===== src/rtl/fetch_pkg.sv =====
// Shared fetch-stage types and constants, reusable by decode.
// The FETCH_HALT_EN build makes HALT a reachable state.
package fetch_pkg;

  localparam int WORD_W = 16;

  localparam logic [WORD_W-1:0] RESET_PC_DEFAULT  = 16'h0000;
  localparam logic [WORD_W-1:0] HALT_WORD_DEFAULT = 16'hFFFF;

  typedef enum logic [1:0] {
    REQ  = 2'd0,
    FULL = 2'd1,
    HALT = 2'd2
  } fetch_state_t;

endpackage


===== src/rtl/fetch_if.sv =====
// Program-memory and decode-side signals of the fetch stage.
// The master modport is the fetch unit itself.
interface fetch_if;
  import fetch_pkg::*;

  logic              mem_read;
  logic [WORD_W-1:0] mem_addr;
  logic [WORD_W-1:0] mem_data;
  logic [WORD_W-1:0] ir;
  logic [WORD_W-1:0] ir_pc;
  logic              ir_valid;
  logic              ir_ready;
  logic              redirect;
  logic [WORD_W-1:0] redirect_pc;
  logic              halted;

  modport master (
    output mem_read, mem_addr, ir, ir_pc, ir_valid, halted,
    input  mem_data, ir_ready, redirect, redirect_pc
  );

  modport slave (
    input  mem_read, mem_addr, ir, ir_pc, ir_valid, halted,
    output mem_data, ir_ready, redirect, redirect_pc
  );

endinterface


===== src/rtl/fetch_wait_counter.sv =====
// 4-bit memory latency counter; done marks the cycle whose edge samples mem_data.
module fetch_wait_counter #(
  parameter int MEM_LATENCY = 1
) (
  input  logic clock,
  input  logic reset,
  input  logic clear,
  input  logic enable,
  output logic done
);

  logic [3:0] count;

  always_ff @(posedge clock) begin
    if (reset || clear) begin
      count <= '0;
    end else if (enable) begin
      count <= count + 4'd1;
    end
  end

  assign done = (count == 4'(MEM_LATENCY - 1));

endmodule


===== src/rtl/fetch_unit.sv =====
// Instruction fetch stage: PC, instruction register and fetch FSM.
// Define FETCH_HALT_EN to stop fetching after HALT_WORD is accepted.
module fetch_unit
  import fetch_pkg::*;
#(
  parameter int                WORD_W      = fetch_pkg::WORD_W,
  parameter logic [WORD_W-1:0] RESET_PC    = RESET_PC_DEFAULT,
  parameter int                MEM_LATENCY = 1,
  parameter logic [WORD_W-1:0] HALT_WORD   = HALT_WORD_DEFAULT
) (
  input logic  clock,
  input logic  reset,
  fetch_if.master bus
);

`ifdef FETCH_HALT_EN
  localparam bit HALT_ENABLED = 1'b1;
`else
  localparam bit HALT_ENABLED = 1'b0;
`endif

  fetch_state_t      state, state_next;
  logic [WORD_W-1:0] pc, ir, ir_pc;
  logic              ir_valid;
  logic              mem_read, count_en, wait_done, capture, accept;

  fetch_wait_counter #(.MEM_LATENCY(MEM_LATENCY)) u_wait (
    .clock  (clock),
    .reset  (reset),
    .clear  (bus.redirect || capture),
    .enable (count_en),
    .done   (wait_done)
  );

  always_ff @(posedge clock) begin
    if (reset) begin
      state <= REQ;
    end else begin
      state <= state_next;
    end
  end

  always_comb begin
    state_next = state;
    if (bus.redirect) begin
      state_next = REQ;
    end else begin
      case (state)
        REQ:     if (wait_done) state_next = FULL;
        FULL:    if (accept) state_next = (HALT_ENABLED && ir == HALT_WORD) ? HALT : REQ;
        HALT:    state_next = HALT;
        default: state_next = REQ;
      endcase
    end
  end

  always_comb begin
    mem_read = (state == REQ) && !reset;
    count_en = (state == REQ);
    capture  = (state == REQ) && wait_done && !bus.redirect;
    accept   = ir_valid && bus.ir_ready;
  end

  // Redirect discards any held or in-flight word; capture cannot coincide with a held one.
  always_ff @(posedge clock) begin
    if (reset) begin
      pc       <= RESET_PC;
      ir       <= '0;
      ir_pc    <= '0;
      ir_valid <= 1'b0;
    end else if (bus.redirect) begin
      pc       <= bus.redirect_pc;
      ir_valid <= 1'b0;
    end else if (capture) begin
      ir       <= bus.mem_data;
      ir_pc    <= pc;
      pc       <= pc + WORD_W'(1);
      ir_valid <= 1'b1;
    end else if (accept) begin
      ir_valid <= 1'b0;
    end
  end

  assign bus.mem_read = mem_read;
  assign bus.mem_addr = pc;
  assign bus.ir       = ir;
  assign bus.ir_pc    = ir_pc;
  assign bus.ir_valid = ir_valid;

`ifdef FETCH_HALT_EN
  assign bus.halted = (state == HALT);
`else
  assign bus.halted = 1'b0;
`endif

endmodule


===== src/flat_wrapper.sv =====
// flat-port wrapper written by rule: the top's interface ports become plain ports
module fetch_unit_flat import fetch_pkg::*;
#(
  parameter int                WORD_W      = fetch_pkg::WORD_W,
  parameter logic [WORD_W-1:0] RESET_PC    = RESET_PC_DEFAULT,
  parameter int                MEM_LATENCY = 1,
  parameter logic [WORD_W-1:0] HALT_WORD   = HALT_WORD_DEFAULT
)
  (clock, reset, bus_mem_read, bus_mem_addr, bus_ir, bus_ir_pc, bus_ir_valid, bus_halted, bus_mem_data, bus_ir_ready, bus_redirect, bus_redirect_pc);
  fetch_if bus_i ();
  input logic clock;
  input logic reset;
  output wire logic [$bits(bus_i.mem_read)-1:0] bus_mem_read;
  output wire logic [$bits(bus_i.mem_addr)-1:0] bus_mem_addr;
  output wire logic [$bits(bus_i.ir)-1:0] bus_ir;
  output wire logic [$bits(bus_i.ir_pc)-1:0] bus_ir_pc;
  output wire logic [$bits(bus_i.ir_valid)-1:0] bus_ir_valid;
  output wire logic [$bits(bus_i.halted)-1:0] bus_halted;
  input wire logic [$bits(bus_i.mem_data)-1:0] bus_mem_data;
  input wire logic [$bits(bus_i.ir_ready)-1:0] bus_ir_ready;
  input wire logic [$bits(bus_i.redirect)-1:0] bus_redirect;
  input wire logic [$bits(bus_i.redirect_pc)-1:0] bus_redirect_pc;
  assign bus_mem_read = bus_i.mem_read;
  assign bus_mem_addr = bus_i.mem_addr;
  assign bus_ir = bus_i.ir;
  assign bus_ir_pc = bus_i.ir_pc;
  assign bus_ir_valid = bus_i.ir_valid;
  assign bus_halted = bus_i.halted;
  assign bus_i.mem_data = bus_mem_data;
  assign bus_i.ir_ready = bus_ir_ready;
  assign bus_i.redirect = bus_redirect;
  assign bus_i.redirect_pc = bus_redirect_pc;
  fetch_unit #(.WORD_W(WORD_W), .RESET_PC(RESET_PC), .MEM_LATENCY(MEM_LATENCY), .HALT_WORD(HALT_WORD)) u_core (.clock(clock), .reset(reset), .bus(bus_i));
endmodule

===== config.mk =====
export PLATFORM = sky130hd
export DESIGN_NAME = fetch_unit_flat
export DESIGN_NICKNAME = d
export VERILOG_FILES = /design/src/rtl/fetch_pkg.sv /design/src/rtl/fetch_if.sv /design/src/rtl/fetch_wait_counter.sv /design/src/rtl/fetch_unit.sv /design/src/flat_wrapper.sv
export SDC_FILE = /design/constraint.sdc
export NUM_CORES = 1
export LEC_CHECK = 0
export ABC_AREA = 1
export CORE_MARGIN = 2
export CORE_UTILIZATION = 35
export DETAILED_ROUTE_END_ITERATION = 10
export HOLD_SLACK_MARGIN = 0.1
export PLACE_DENSITY_LB_ADDON = 0.3
export SETUP_SLACK_MARGIN = 0.2
export SLEW_MARGIN = 10
export SYNTH_ARGS = -nofsm -noshare
export SYNTH_HDL_FRONTEND = slang
export SYNTH_HIERARCHICAL = 1
export SYNTH_SLANG_ARGS = --single-unit

===== constraint.sdc =====
create_clock -name clock -period 2.6 [get_ports clock]
set_input_delay 0.52 -clock clock [delete_from_list [all_inputs] [get_ports clock]]
set_output_delay 0.52 -clock clock [all_outputs]
set_load 0.005 [all_outputs]

## Word level (Yosys, flattened, before mapping)

Index checks and enable logic that the tools add are counted.

- Bitwise gates (word level): 1
- Add/subtract/negate cells: 2
- Muxes and demuxes: 7
- Reductions and logical operators: 15
- Equal/unequal tests: 4

Operators by type and width:

| operator | count |
|---|---|
| 2-to-1 mux 16 bit | 2 |
| adder 16 x 1 -> 16 bit (second input constant) | 1 |
| one-hot mux 2 bit (3 select lines) | 1 |
| adder 4 x 1 -> 4 bit (second input constant) | 1 |
| logical AND 1 bit | 4 |
| logical NOT 4 bit | 1 |
| 2-to-1 mux 2 bit | 2 |
| AND reduction 2 bit | 2 |
| nonzero test 2 bit | 2 |
| == test 2 x 1 -> 1 bit (second input constant) | 1 |
| == test 2 bit (second input constant) | 1 |
| logical NOT 1 bit | 2 |
| logical NOT 2 bit | 1 |
| logical OR 1 bit | 2 |
| 2-to-1 mux 1 bit | 2 |
| != test 2 x 1 -> 1 bit (second input constant) | 1 |
| != test 2 bit (second input constant) | 1 |
| OR reduction 2 bit | 1 |
| NOT 1 bit | 1 |

- Input port bits: 36
- Register bits: 55
- Output and inout bits: 51

## Longest topological paths before layout

- Word-level depth: 5
- Depth in mapped cells: 12
- Depth with buffers taken out: 12

## Hierarchy

The synthesis kept the hierarchy.

By module, submodules not included:

| module | seq. area each (um^2) | instances | area an instance (um^2) | cells each |
|---|---|---|---|---|
| fetch_unit | 1021.0 | 1 | 2280.9 | 320 |
| fetch_wait_counter | 80.1 | 1 | 197.7 | 27 |

## Worst setup path before layout

No wires, ideal clock.

- Path type: reg-to-reg
- Start point: reg u_core.u_wait.count[0]
- End point: reg u_core.ir_pc[2] (netlist: u_core/bus.ir_pc[2])
- Library setup time: 0.116 ns
- Arrival time: 1.457 ns
- Cell stages (with the launch flop): 11
- Clock period less this slack: 1.573 ns
- Setup slack: 1.027 ns
- Cell sequence: dfxtp_1 > inv_1 > ha_1 > nor3b_1 > nand2_4 > inv_2 > nand2_2 > buf_6 > buf_4 > nor2_1 > nor2_1

- Longest elaborated chain between the ends: 4

Ends and longest elaborated chain:

| item | line | source |
|---|---|---|
| from (decl) | fetch_wait_counter.sv:12 | `logic [3:0] count;` |
| from (signal assigned) | fetch_wait_counter.sv:18 | `count <= count + 4'd1;` |
| logical NOT 4 bit | fetch_wait_counter.sv:22 | `assign done = (count == 4'(MEM_LATENCY - 1));` |
| via u_core.wait_done | fetch_unit.sv:25 | `logic mem_read, count_en, wait_done, capture, accept;` |
| logical AND 1 bit (2 in series) | fetch_unit.sv:60 | `capture = (state == REQ) && wait_done && !bus.redirect;` |
| AND reduction 2 bit (no source line) | n/a |  |
| to (signal assigned) | fetch_unit.sv:76 | `ir_pc <= pc;` |
| to (decl) | fetch_unit.sv:23 | `logic [WORD_W-1:0] pc, ir, ir_pc;` |

The timed path passes the listed nets, and every way through them passes these cells.
A chain may end at the register's enable or synchronous reset.

## Worst setup path in the final report

- Start point: in reset
- End point: out bus_mem_read

- Longest elaborated chain between the ends: 2

Ends and longest elaborated chain:

| item | line | source |
|---|---|---|
| from (decl) | flat_wrapper.sv:12 | `input logic reset;` |
| logical NOT 1 bit | fetch_unit.sv:58 | `mem_read = (state == REQ) && !reset;` |
| logical AND 1 bit | fetch_unit.sv:58 |  |
| to (decl) | flat_wrapper.sv:13 | `output wire logic [$bits(bus_i.mem_read)-1:0] bus_mem_read;` |

No other way between the ends.

==> summary.txt <==
STA
  – Crit path time final: about 2200 ps
  – Final setup TNS: 0 ps
  – Max Freq: 458.6 MHz
  – RSZ-0062 raised after global routing: no
  – Final hold violations: 0
  – Max-slew violation count: 0
  – Period utilization: 83.87%
  – Fin Clk Skew: 9.620 ps
  – # setup viols final: 0

Worst setup path
  – Slowest stage delay, CP: 540 ps
  – Worst path bufs/invs: 2
  – Crit-path cells: clkdlybuf4s50_1 -> nor3_1 -> clkdlybuf4s50_1
  – CP delay by family, top: buffers and inverters
  – Critical Path Sink Type: output pin
  – Critical Path RT: 2080 ps
  – Crit path DAT: about 1700 ps
  – Slowest stage cell, crit path: clkdlybuf4s50_1
  – Worst-path fanout max: 2
  – CP most frequent cell: clkdlybuf4s50_1
  – Startpoint type of the worst setup path: primary input
  – Crit path kind: primary input to output pin

CTS
  – Reg clk slew, reported paths: 100 ps
  – Clock Latency Late Sink: 310 ps
  – Clock tree sinks: 55
  – # hold bufs at CTS: 0
  – TritonCTS Buffers: 5
  – # Post-CTS Setup Buffers: 0
  – CTS resizes: 0
  – Clk buf depth: 2
  – CTS Root Cell: clkbuf_8
  – H-tree levels: 2
  – CTS tree: built

Yosys
  – Post-synth ARST share: 0%
  – Most used DFF post-synth: dfxtp_1
  – Syn Inst Count: 347
  – Top cell type's share of synthesized area: 44.42%
  – Warnings, synthesis: 6
  – Yosys cell types: 29
  – Syn Area/Cell: 7.143 µm²
  – Synthesis-stage register bit count: 55
  – Part of the Yosys area used for sequential elements: between 40% and 50%
  – Largest area contributor in the netlist: dfxtp_1
  – Post-synth EDFFs: 0
  – Top cells by area, synth: dfxtp_1, nand2_1, nor2_1, o21ai_0, a21oi_1
  – Post-Syn Nets: just under 400
  – Synthesized area: 0.002479 mm²

Layout
  – Fillcell total: 701
  – Finished Core Util: 51.47%
  – Sequential Area: 0.001101 mm²
  – N_diodes: 0
  – Area growth syn-to-layout: 41.85%
  – Most frequent cells in the layout: clkdlybuf4s50_1, nor2_1, nand2_1, dfxtp_1, o21ai_0
  – Area of the multi-input gates: 0.001191 mm²
  – Layout cells sized above 1: 7.442%
  – Final net count: 468
  – Commonest non-fill, non-tap cell in the layout: clkdlybuf4s50_1
  – Final Non-Filler Cells: 526

Power and ir drop
  – Seq pwr share: 49.7%
  – Clock share of power: 30.9%
  – NetSw: 502.0 µW
  – Combinational share of power: between 15 and 20%
  – Lkg Pwr: 0.001387 µW
  – Int Pwr: 1425 µW
  – Peak VDD IR: roughly 0.28 mV
  – Switching portion of total power: 26.06%
  – Power Density: between 500 and 600 mW/mm²

Placement
  – Buffers on Ports: 85
  – Dpl cells: 518
  – GP Congestion: about 0.82
  – Post-DP HPWL: 4879 µm

Floorplanning
  – Floorplan row count: 30
  – IO Count: 87
  – Initial core utilization: 36.28%
  – Die H: 88.16 µm
  – Area of the core: 0.006832 mm²
  – Chip width: 88.16 µm
  – Die ar.: 0.007771 mm²

Detailed routing
  – Vias/cell: 4.778
  – Number of remaining DRC errors: 0
  – ANT nets after route: 0
  – DRT Pass-1 Iters: 4
  – Post-Route WL: about 6800 µm
  – Iter 0 DRT Violations: 146
  – Post-DR wirelength/cell: 12.85 µm
  – DR vias: 2513

Global routing
  – Vias in the first global route: between 2000 and 2500
  – Gr usage total: 17.96%
  – First-pass GRT wire length: 10980 µm
  – Initial antenna violation count: 0
  – Largest net degree at the start of global routing: 24
  – Total global routing overflow: 0

Min path
  – HP Class: flop to flop

Outcome
  – Status: finished, final reports clean

Job
  – Max-cap violation count: 0
-- state kept, by name, summed over array words and instances, names as in the netlist --
| signal | cells |
|---|---|
| u_core/bus.ir_valid | 1 |
| u_core/bus.mem_addr | 16 |
| u_core/state | 2 |
| u_core/bus.ir_pc | 16 |
| u_core/bus.ir | 16 |
| u_core/u_wait/count | 4 |
-- cells by family (layout without fill, tap and decap cells) --
group,after synthesis,count (layout),share of synthesized area (%)
adders and majority gates,3,3,1.515
xor gates and xnor gates,3,3,1.060
DFF,55,55,44.42
buffers and inverters,40,123,7.521
other,1,1,0.1513
and+or+nand+nor,172,172,29.88
AOI/OAI and AO/OA,73,73,15.45
-- worst min-delay path, cell delays in order (launching register included) --
cell and delay [ps]:
dfxtp_1 320, nand2_1 60, a21oi_1 50
-- metrics by stage --
stage               setup slack, ps  hold slack, ps  total power (µW)  area [µm²]
floorplan                      1027           455.3              1134        2479
global placement              367.2           449.8              1347        3398
detailed placement            417.2           453.1              1352        3398
global route                  360.6           492.6              2027        3516
finish                        419.3           463.8              1927        3516
CTS                           398.1           468.1              1943        3516
-- synthesized netlist by cell type, types with 2 or more instances --
| cell | n |
|---|---|
| nand2_1 | 69 |
| nor2_1 | 69 |
| dfxtp_1 | 55 |
| o21ai_0 | 34 |
| a21oi_1 | 23 |
| inv_1 | 21 |
| nand3_1 | 14 |
| a31oi_1 | 9 |
| buf_4 | 7 |
| nand2_2 | 5 |
| o21ai_1 | 5 |
| clkbuf_1 | 4 |
| nor2_4 | 4 |
| ha_1 | 3 |
| inv_2 | 3 |
| nand4_1 | 3 |
| nor2_2 | 3 |
| xor2_1 | 3 |
| buf_1 | 2 |
| nor3_1 | 2 |
-- per-layer routing --
layer	track usage (%)	wire, µm	vias up
met4	5.234	65	0
met3	6.409	590	7
met1	21.31	2882	1151
li1	-	-	1278
met5	0	0	-
met2	30.65	3219	77
-- power groups by stage --
stage | Sequential [µW] | Combinational, µW | Clock, µW
CTS | 958 | 378 | 607
detailed placement | 976 | 376 | 0
floorplan | 973 | 162 | 0
finish | 957 | 374 | 596
global route | 967 | 416 | 643
global placement | 975 | 372 | 0
-- layout make-up --
type	count	area share [%]
Clock buffer	6	2.349
Clock inverter	2	0.9964
Tap cell	96	3.416
Timing Repair Buffer	91	25.48
Inverter	24	2.562
Multi-Input combinational cell	252	33.88
Sequential cell	55	31.32
-- final timing paths --
| path | slack [ps] | cells after the start | end | start |
|---|---|---|---|---|
| max | 420 | 3 | bus_mem_read | reset |
| min | 460 | 2 | u_core/bus.ir_pc[12] | u_core/bus.ir_pc[12] |
| max reg2reg | 660 | 10 | u_core/bus.mem_addr[5] | u_core/u_wait/count[0] |
| min reg2reg | 460 | 2 | u_core/bus.ir_pc[12] | u_core/bus.ir_pc[12] |
Power figures use the tool's default switching activity.
